===== src/rtl/tlb_maint_ctrl_pkg.sv =====
// Shared types for the TLB maintenance sequencer: entry/result layouts,
// TLB geometry, maintenance op encodings and the sequencer state set.
package tlb_maint_ctrl_pkg;

  localparam int unsigned TLBNUM   = 16;
  localparam int unsigned TLBIDLEN = 4;

  typedef enum logic [2:0] {
    TLBOP_SRCH = 3'd0,
    TLBOP_RD   = 3'd1,
    TLBOP_WR   = 3'd2,
    TLBOP_FILL = 3'd3,
    TLBOP_INV  = 3'd4
  } tlb_op_e;

  // Highest INVTLB op code that is architecturally defined.
  localparam logic [4:0] INVOP_MAX = 5'd6;

  typedef struct packed {
    logic [18:0] vppn;
    logic [5:0]  ps;
    logic        g;
    logic [9:0]  asid;
    logic        e;
    logic [19:0] ppn0;
    logic [1:0]  plv0;
    logic [1:0]  mat0;
    logic        d0;
    logic        v0;
    logic [19:0] ppn1;
    logic [1:0]  plv1;
    logic [1:0]  mat1;
    logic        d1;
    logic        v1;
  } tlb_entry_t;

  typedef struct packed {
    logic                found;
    logic [TLBIDLEN-1:0] index;
  } tlb_result_t;

  typedef enum logic [2:0] {
    ST_IDLE,
    ST_EXEC,
    ST_RD_WAIT,
    ST_SRCH_WAIT,
    ST_RESP
  } state_e;

endpackage


===== src/rtl/tlb_maint_ctrl_fill.sv =====
// TLBFILL index generator. Round-robin counter by default; define
// TLB_FILL_LFSR_EN to use a 16-bit Fibonacci LFSR (taps 16,14,13,11).
module tlb_fill_index_gen
  import tlb_maint_ctrl_pkg::*;
#(
  parameter logic [15:0] SEED = 16'hACE1
) (
  input  logic                clk,
  input  logic                reset,
  input  logic                advance,
  output logic [TLBIDLEN-1:0] index
);

`ifdef TLB_FILL_LFSR_EN
  logic [15:0] lfsr;
  logic        feedback;

  assign feedback = lfsr[15] ^ lfsr[13] ^ lfsr[12] ^ lfsr[10];
  assign index    = lfsr[TLBIDLEN-1:0];

  always_ff @(posedge clk) begin
    if (reset) begin
      lfsr <= SEED;
    end else if (advance) begin
      lfsr <= {lfsr[14:0], feedback};
    end
  end
`else
  logic [TLBIDLEN-1:0] rr;

  assign index = rr;

  always_ff @(posedge clk) begin
    if (reset) begin
      rr <= '0;
    end else if (advance) begin
      rr <= (rr == TLBIDLEN'(TLBNUM - 1)) ? '0 : rr + 1'b1;
    end
  end
`endif

  // An all-zero seed would lock the LFSR.
  always_ff @(posedge clk) begin
    if (!reset) begin
      assert (SEED != 16'h0) else $error("fill LFSR seed must be nonzero");
    end
  end

endmodule


===== src/rtl/tlb_maint_ctrl.sv =====
// TLB maintenance sequencer (TLBSRCH/TLBRD/TLBWR/TLBFILL/INVTLB).
// Fill index source selected by macro TLB_FILL_LFSR_EN (see tlb_fill_index_gen).
module tlb_maint_ctrl
  import tlb_maint_ctrl_pkg::*;
#(
  parameter int unsigned SRCH_TIMEOUT = 8,
  parameter logic [15:0] LFSR_SEED    = 16'hACE1
) (
  input  logic                clk,
  input  logic                reset,
  input  logic                req_valid,
  output logic                req_ready,
  input  logic [2:0]          req_op,
  input  logic [TLBIDLEN-1:0] req_index,
  input  tlb_entry_t          req_entry,
  input  logic [4:0]          req_invop,
  input  logic [9:0]          req_inv_asid,
  input  logic [31:0]         req_inv_va,
  output logic                resp_valid,
  input  logic                resp_ready,
  output logic                resp_found,
  output logic [TLBIDLEN-1:0] resp_index,
  output tlb_entry_t          resp_entry,
  output logic                resp_ine,
  output logic                srch_active,
  output logic [18:0]         s_vppn,
  output logic                s_va_bit12,
  output logic [9:0]          s_asid,
  input  tlb_result_t         s_result,
  input  logic                s_ok,
  output logic                we,
  output logic [TLBIDLEN-1:0] w_index,
  output tlb_entry_t          w_entry,
  output logic [TLBIDLEN-1:0] r_index,
  input  tlb_entry_t          r_entry,
  output logic                invtlb_valid,
  output logic [4:0]          invtlb_op,
  output logic [9:0]          invtlb_asid,
  output logic [31:0]         invtlb_va
);

  localparam logic [3:0] TMO_LAST = 4'(SRCH_TIMEOUT - 1);

  state_e              state, state_nxt;
  tlb_op_e             op_q;
  logic [3:0]          srch_cnt;
  logic                accept;
  logic                illegal;
  logic                timeout;
  logic                fill_advance;
  logic [TLBIDLEN-1:0] fill_index;

  assign req_ready    = (state == ST_IDLE);
  assign resp_valid   = (state == ST_RESP);
  assign s_va_bit12   = 1'b0;
  assign accept       = req_valid & req_ready;
  assign illegal      = (req_op > TLBOP_INV) ||
                        ((req_op == TLBOP_INV) && (req_invop > INVOP_MAX));
  assign timeout      = (srch_cnt >= TMO_LAST);
  assign fill_advance = accept & ~illegal & (req_op == TLBOP_FILL);

  tlb_fill_index_gen #(
    .SEED (LFSR_SEED)
  ) u_fill_gen (
    .clk     (clk),
    .reset   (reset),
    .advance (fill_advance),
    .index   (fill_index)
  );

  always_ff @(posedge clk) begin
    if (reset) state <= ST_IDLE;
    else       state <= state_nxt;
  end

  always_comb begin
    state_nxt = state;
    case (state)
      ST_IDLE: begin
        if (accept) state_nxt = illegal ? ST_RESP : ST_EXEC;
      end
      ST_EXEC: begin
        case (op_q)
          TLBOP_RD:   state_nxt = ST_RD_WAIT;
          TLBOP_SRCH: state_nxt = ST_SRCH_WAIT;
          default:    state_nxt = ST_RESP;
        endcase
      end
      ST_RD_WAIT:   state_nxt = ST_RESP;
      ST_SRCH_WAIT: begin
        if (s_ok || timeout) state_nxt = ST_RESP;
      end
      ST_RESP: begin
        if (resp_ready) state_nxt = ST_IDLE;
      end
      default: state_nxt = ST_IDLE;
    endcase
  end

  // TLB-facing outputs are loaded on the accept edge so the pulses land in EXEC.
  always_ff @(posedge clk) begin
    if (reset) begin
      op_q         <= TLBOP_SRCH;
      srch_cnt     <= '0;
      resp_found   <= 1'b0;
      resp_index   <= '0;
      resp_entry   <= '0;
      resp_ine     <= 1'b0;
      srch_active  <= 1'b0;
      s_vppn       <= '0;
      s_asid       <= '0;
      we           <= 1'b0;
      w_index      <= '0;
      w_entry      <= '0;
      r_index      <= '0;
      invtlb_valid <= 1'b0;
      invtlb_op    <= '0;
      invtlb_asid  <= '0;
      invtlb_va    <= '0;
    end else begin
      we           <= 1'b0;
      invtlb_valid <= 1'b0;
      case (state)
        ST_IDLE: begin
          if (accept) begin
            op_q       <= tlb_op_e'(req_op);
            srch_cnt   <= '0;
            resp_found <= 1'b0;
            resp_index <= '0;
            resp_entry <= '0;
            resp_ine   <= illegal;
            if (!illegal) begin
              case (tlb_op_e'(req_op))
                TLBOP_WR: begin
                  we      <= 1'b1;
                  w_index <= req_index;
                  w_entry <= req_entry;
                end
                TLBOP_FILL: begin
                  we         <= 1'b1;
                  w_index    <= fill_index;
                  w_entry    <= req_entry;
                  resp_index <= fill_index;
                end
                TLBOP_INV: begin
                  invtlb_valid <= 1'b1;
                  invtlb_op    <= req_invop;
                  invtlb_asid  <= req_inv_asid;
                  invtlb_va    <= req_inv_va;
                end
                TLBOP_RD:   r_index <= req_index;
                TLBOP_SRCH: begin
                  s_vppn <= req_entry.vppn;
                  s_asid <= req_entry.asid;
                end
                default: ;
              endcase
            end
          end
        end
        ST_EXEC:    srch_active <= (op_q == TLBOP_SRCH);
        ST_RD_WAIT: resp_entry  <= r_entry;
        ST_SRCH_WAIT: begin
          if (s_ok || timeout) begin
            resp_found  <= s_ok & s_result.found;
            resp_index  <= (s_ok && s_result.found) ? s_result.index : '0;
            srch_active <= 1'b0;
            s_vppn      <= '0;
            s_asid      <= '0;
          end else if (srch_cnt != 4'hF) begin
            srch_cnt <= srch_cnt + 1'b1;
          end
        end
        default: ;
      endcase
    end
  end

endmodule


===== config.mk =====
export PLATFORM = sky130hd
export DESIGN_NAME = tlb_maint_ctrl
export DESIGN_NICKNAME = d
export VERILOG_FILES = /design/src/rtl/tlb_maint_ctrl_pkg.sv /design/src/rtl/tlb_maint_ctrl_fill.sv /design/src/rtl/tlb_maint_ctrl.sv
export SDC_FILE = /design/constraint.sdc
export NUM_CORES = 1
export LEC_CHECK = 0
export CELL_PAD_IN_SITES_DETAIL_PLACEMENT = 1
export CELL_PAD_IN_SITES_GLOBAL_PLACEMENT = 1
export CORE_AREA = 2 2 201 203
export CTS_BUF_LIST = sky130_fd_sc_hd__clkbuf_2 sky130_fd_sc_hd__clkbuf_4 sky130_fd_sc_hd__clkbuf_8
export CTS_CLUSTER_DIAMETER = 80
export DETAILED_ROUTE_END_ITERATION = 6
export DIE_AREA = 0 0 203 205
export DONT_BUFFER_PORTS = 1
export PLACE_DENSITY_LB_ADDON = 0.12
export SLEW_MARGIN = 20
export SYNTH_ARGS = -nofsm -noshare
export SYNTH_HDL_FRONTEND = slang
export SYNTH_HIERARCHICAL = 1
export SYNTH_SLANG_ARGS = --single-unit

===== constraint.sdc =====
create_clock -name clk -period 2.5 [get_ports clk]
set_input_delay 0.625 -clock clk [delete_from_list [all_inputs] [get_ports clk]]
set_output_delay 0.625 -clock clk [all_outputs]
set_load 0.02 [all_outputs]

==> metrics.yaml, run 1 <==
status:
  status: "finished, final reports clean"
synthesis:
  synth_cell_types: 41
  ys_warn_count: 6
  syn_nets: 1468
  synth_top_cells_by_area: "dfxtp_1 (55%), nand2_1 (10%), a21oi_1 (9.1%), mux2i_1 (8.0%), nand3_1 (4.8%)"
  synth-seq-cells: 285
  ys_seq_area_share_pct: 54.7
  synthesis.area_um2: 10400
  synth_top_cell_area_share_pct: 54.7
  syn_area_per_cell_um2: 8.52
  synthCells: 1224
  synth_top_area_cell: "dfxtp_1"
global_route:
  grt_overflow: 0
  antenna_found_initial: 2
  track_usage_pct: 16.9
  grt_pass1_vias: 8544
  grt_pass1_wl_um: 54000
  grt_max_degree: 286
timing:
  fin_crit_sh_pct: 91.2
  setup_viol: 0
  fmax_ghz: 0.439
  finClkSkew_ns: 0.0203
  fin_tns_setup_ns: 0
  period_needed_ns: 2.28
  slew_headroom_pct: 46.1
  worst_pin_slew_ns: 0.809
  finalHoldViolCount: 0
  maxSlewViolCount: 0
  rsz0062_at_grt: "false"
finish:
  mostFrequentLayoutCells: "dfxtp_1 (285), nand2_1 (282), a21oi_1 (190), nand3_1 (99), nor2_1 (95)"
  drive_above_1_share_pct: 9.18
  syn_to_final_growth_pct: 15.3
  final_common_cell: "dfxtp_1"
  stdcell_area_um2: 12000
  nNetsFinal: 1446
die:
  row_count: 73
  coreArea_um2: 39400
  die-area_um2: 41600
  io_pins: 516
  die_h_um: 205
  dieWidth_um: 203
  start_util_pct: 26.5
detailed_routing:
  dr.first_iter.drc_count: 402
  wl_um: 36900
  wl_per_cell_um: 21.0
  met3WireLength_um: 4570
  routed.top_layer: "met4"
  drc_errors: 0
  ant_nets: 0
  via_count: 8480
  first_pass_iters: 4
  viasPerCell: 4.83
  routed-wl-met2_um: 17900
  drt-met1-wl_um: 13700
pwr:
  p_seq_share_pct: 50.4
  p_switching_mw: 2.49
  clkPwrFrac_pct: 44.0
  p_int_mw: 7.30
  p_comb_share_pct: 5.5
  max-vdd-ir-drop_mv: 0.308
  swShare_pct: 25.4
  p_per_area_nw_per_um2: 814
  power_leakage_nw: 4.36
  p_total_mw: 9.79
setup_path:
  timing.rr.start: "state[0]$_SDFFE_PP0P_"
  crit_family: "flip-flops"
  critPathCaptureType: "primary output"
  critPathMaxStageDelay_ns: 0.54
  crit_fanout: 12
  critPathLaunchType: "flip-flop"
  cp_num_cells: 3
  reg2reg_to: "r_index[3]$_SDFFE_PP0P_"
  reg2reg_slack_ns: 0.42
  crit_path_cell_trace: "inv_1 -> nor3_1 -> buf_4"
  worst-path-buf-inv: 2
  critPathLaunch: "state[2]$_SDFFE_PP0P_"
  reg2reg_depth: 4
  cp_data_required_time_ns: 1.88
  cp.arrival_ns: 1.65
  worstSetupPathType: "flip-flop to primary output"
  slowest_stage: "dfxtp_1"
run:
  maxCapViolCount: 0
worst_hold_path:
  hold_start: "reset"
  hold_path_class: "input port to flip-flop"
  min_path_cells: 1
  worst_hold_path.endpoint: "invtlb_asid[8]$_SDFFE_PP0P_"
clocking:
  cts_resized: 0
  htree_levels: 2
  cts_hold_buf: 0
  clk_latency_ns: 0.60
  cts_made_buffers: 52
  clock_path_buffers: 3
  root_buffer: "clkbuf_8"
  clkTransAtPathRegs_ns: 0.06
  cts_sinks: 285
  cts_tree: "yes"
  cts_setup_buffers: 0
placed_design:
  dpl.hpwl_um: 25600
  port_buffers: 0
  dpl_cell_area_um2: 11000
  gp_congestion: 0.733
==> kinds of logic after synthesis <==
group	count (synthesis)	share of synthesized area, %
adders and majority gates	2	0.240
muxes	83	7.97
DFF	285	54.7
other	1	0.0360
AOI/OAI and AO/OA	211	10.7
xor gates and xnor gates	1	0.0840
and+or+nand+nor	541	22.4
buffers and inverters	100	3.86
==> power by group through the flow <==
stage,logic [mW],registers [mW],clock network (mW)
after floorplan,0.455,4.97,0
after global placement,0.546,5.04,0
after detailed placement,0.558,5.04,0
after CTS,0.558,4.94,4.51
after global routing,0.615,4.95,4.71
final,0.542,4.94,4.31
==> layout make-up <==
class	count	area, um2
sequential	285	5710
timing repair buffer	23	323
clock buffer	80	970
inverter	1	3.75
antenna	1	2.50
tap	525	657
multi-input combinational	839	4350
clock inverter	3	17.5
fill	4628	27300
==> how the worst max path moves through the flow <==
stage	to	slack [ns]
after global routing	resp_valid	0.005
after floorplan	s_asid[9]$_SDFFE_PP0P_	0.39
after detailed placement	r_index[3]$_SDFFE_PP0P_	0.34
after global placement	r_index[0]$_SDFFE_PP0P_	0.36
final	resp_valid	0.22
after CTS	resp_valid	0.11
==> stage by stage <==
| step | std cells | hold WS [ns] | utilization [%] | worst slack [ns] |
|---|---|---|---|---|
| 6_report | 1757 | 0.115 | 30.6 | 0.220 |
| 5_1_grt | 1756 | 0.0378 | 30.5 | 0.00482 |
| 4_1_cts | 1756 | 0.0202 | 30.5 | 0.114 |
| 3_5_place_dp | 1673 | 0.452 | 28.0 | 0.345 |
| 3_3_place_gp | 1673 | 0.445 | 28.0 | 0.363 |
| 2_1_floorplan | 1224 | 0.432 | - | 0.391 |
==> registers in the layout (all words and copies together), names as in the netlist <==
name / flops
srch_active: 1
resp_ine: 1
resp_found: 1
s_vppn: 19
state: 3
invtlb_va: 32
op_q: 3
invtlb_asid: 10
we: 1
r_index: 4
invtlb_op: 5
s_asid: 10
resp_entry: 89
w_index: 4
invtlb_valid: 1
u_fill_gen/index: 4
w_entry: 89
resp_index: 4
srch_cnt: 4
==> cells in the mapped netlist (all sizes together) <==
cell type,count
and2,31
a21oi,190
nor3b,1
a21bo,1
nand2b,4
nand3,99
o211ai,1
nand3b,4
nor4b,1
or3,3
a21o,1
o21bai,1
or4,1
o21ai,2
conb,1
nor3,4
nor4,1
mux2i,83
buf,28
o31a,1
inv,1
a31oi,1
xor2,1
dfxtp,285
ha,2
a41oi,1
a211oi,6
o22ai,1
nand2,283
nor2b,2
and3,1
or4b,2
nand4,6
and3b,3
nor2,95
clkbuf,71
a311oi,4
o21a,1
==> routing by layer <==
metal	vias up	global-route usage, %
met2	345	28.6
met1	4037	18.2
met3	58	9.04
li1	4040	-
met5	-	0
met4	0	5.24
Power figures use the tool's default switching activity.
==> run 2: changes to the inputs <==
RECOVER_POWER = 25   (was not set)
==> metrics.yaml, run 2 (synthesized netlist as in run 1, its figures left out) <==
timing:
  finalHoldViolCount: 0  # unchanged
  fmax_ghz: 0.444  # was 0.439 GHz
  period_needed_ns: 2.25  # was 2.28 ns
  fin_crit_sh_pct: 90.2  # was 91.2%
  slew_headroom_pct: 42.8  # was 46.1%
  maxSlewViolCount: 0  # unchanged
  setup_viol: 0  # unchanged
  rsz0062_at_grt: "false"  # unchanged
  hold_ws_ns: 0.116  # was 0.115 ns
  worst_pin_slew_ns: 0.858  # was 0.809 ns
  finClkSkew_ns: 0.0204  # was 0.0203 ns
  fin_tns_setup_ns: 0  # unchanged
setup_path:
  crit_path_cell_trace: "inv_1 -> nor3_1 -> buf_4"  # unchanged
  critPathLaunchType: "flip-flop"  # unchanged
  cp.arrival_ns: 1.63  # was 1.65 ns
  crit_family: "flip-flops"  # unchanged
  critPathMaxStageDelay_ns: 0.52  # was 0.54 ns
  slowest_stage: "dfxtp_1"  # unchanged
  cp_data_required_time_ns: 1.88  # about the same
  critPathCaptureType: "primary output"  # unchanged
  worst-path-buf-inv: 2  # unchanged
  worstSetupPathType: "flip-flop to primary output"  # unchanged
  crit_fanout: 12  # unchanged
placed_design:
  port_buffers: 0  # unchanged
  dpl.hpwl_um: 25600  # unchanged
  gp_congestion: 0.733  # unchanged
clocking:
  root_buffer: "clkbuf_8"  # unchanged
  cts_resized: 0  # unchanged
  clock_path_buffers: 3  # unchanged
  cts_setup_buffers: 0  # unchanged
  clkTransAtPathRegs_ns: 0.06  # about the same
  cts_tree: "yes"  # unchanged
  cts_made_buffers: 52  # unchanged
  clk_latency_ns: 0.60  # about the same
  htree_levels: 2  # unchanged
  cts_hold_buf: 0  # unchanged
  cts_sinks: 285  # unchanged
run:
  maxCapViolCount: 0  # unchanged
global_route:
  use_met1_pct: 18.2  # unchanged
  track_usage_pct: 16.9  # unchanged
  grtUsageMet3_pct: 9.04  # unchanged
  grt_pass1_vias: 8544  # unchanged
  met2_usage_pct: 28.6  # unchanged
  grt_max_degree: 286  # unchanged
  grt_pass1_wl_um: 54000  # unchanged
  busiest_layer: "met2"  # unchanged
  grt_overflow: 0  # unchanged
  antenna_found_initial: 2  # unchanged
die:
  coreArea_um2: 39400  # unchanged
  dieWidth_um: 203  # unchanged
  die_h_um: 205  # unchanged
  io_pins: 516  # unchanged
  start_util_pct: 26.5  # unchanged
  die-area_um2: 41600  # unchanged
  row_count: 73  # unchanged
finish:
  mostFrequentLayoutCells: "dfxtp_1 (285), nand2_1 (282), a21oi_1 (190), nand3_1 (99), nor2_1 (95)"  # unchanged
  drive_above_1_share_pct: 8.94  # was 9.18%
  syn_to_final_growth_pct: 15.1  # was 15.3%
  reg_top3: "resp_entry: 89 flops, w_entry: 89 flops, invtlb_va: 32 flops"  # unchanged
  regArea_um2: 5710  # unchanged
  final.fill_count: 4629  # was 4628
  multiInputGateArea_um2: 4340  # was 4350 um2
  nNetsFinal: 1446  # unchanged
  final_common_cell: "dfxtp_1"  # unchanged
detailed_routing:
  ant_nets: 0  # unchanged
  dr.first_iter.drc_count: 374  # was 402
  wl_um: 37000  # was 36900 um
  drc_errors: 0  # unchanged
  first_pass_iters: 4  # unchanged
  via_count: 8473  # was 8480
  viasPerCell: 4.82  # was 4.83
  wl_per_cell_um: 21.0  # about the same
pwr:
  power_leakage_nw: 4.34  # was 4.36 nW
  p_per_area_nw_per_um2: 815  # was 814 nW/um2
  max-vdd-ir-drop_mv: 0.306  # was 0.308 mV
worst_hold_path:
  hold_path_class: "input port to flip-flop"  # unchanged
status:
  status: "finished, final reports clean"  # unchanged
## run 2: changes by cell type in the layout (fill, tap and decap cells not counted)
cell      previous run  this run
buf_12              12        11
buf_4               11        10
clkbuf_1             0         1
clkbuf_4            21        22
nor4b_1              0         1
nor4b_2              1         0
or4b_1               1         2
or4b_4               1         0
## run 2: path summary, 6_finish.rpt
check / start / end / slack (ns) / depth (start not counted)
worst max-delay path: state[2]$_SDFFE_PP0P_ / resp_valid / 0.25 / 3
worst min-delay path: reset / invtlb_va[2]$_SDFFE_PP0P_ / 0.12 / 1
worst max register to register: state[1]$_SDFFE_PP0P_ / invtlb_va[21]$_SDFFE_PP0P_ / 0.28 / 7
worst min register to register: srch_cnt[3]$_SDFFE_PP0P_ / srch_cnt[3]$_SDFFE_PP0P_ / 0.47 / 2
## run 2: layout make-up
type / instances / area share [%]
inverter: 1 / 0.0313
antenna: 1 / 0.0209
timing repair buffer: 23 / 2.55
multi-input combinational: 839 / 36.1
sequential: 285 / 47.5
clock buffer: 80 / 8.08
clock inverter: 3 / 0.146
tap: 525 / 5.47
## run 2: metal layers
layer	vias to the layer above	routed length (um)	part of all wire (%)
met2	343	17900	49
met1	4041	13700	37
li1	4031	-	-
met4	0	813	2.2
met3	58	4570	12
met5	-	0	0
## run 2: per-stage QoR
step	power, mW	util, %	instances	instance area (um2)	setup WS [ns]
floorplan	5.43	-	1224	10400	0.391
global placement	5.58	28.0	1673	11000	0.363
detailed placement	5.60	28.0	1673	11000	0.345
CTS	10.0	30.5	1756	12000	0.114
global route	10.3	30.5	1756	12000	0.0295
finish	9.78	30.5	1757	12000	0.246
## run 2: worst reg2reg max path, stage by stage, from the launching register on
cell and delay [ns]:
dfxtp_1 0.30, buf_4 0.17, nor4b_1 0.35, buf_4 0.24
nand4_1 0.10, clkbuf_4 0.54, mux2i_1 0.32, nor2_1 0.05
## run 2: where the power goes
part | internal (mW) | switching [mW] | total (mW) | leakage (nW)
logic | 0.201 | 0.337 | 0.538 | 1.51
clock network | 2.43 | 1.88 | 4.31 | 0.529
registers | 4.67 | 0.262 | 4.94 | 2.30
total | 7.30 | 2.48 | 9.78 | 4.34
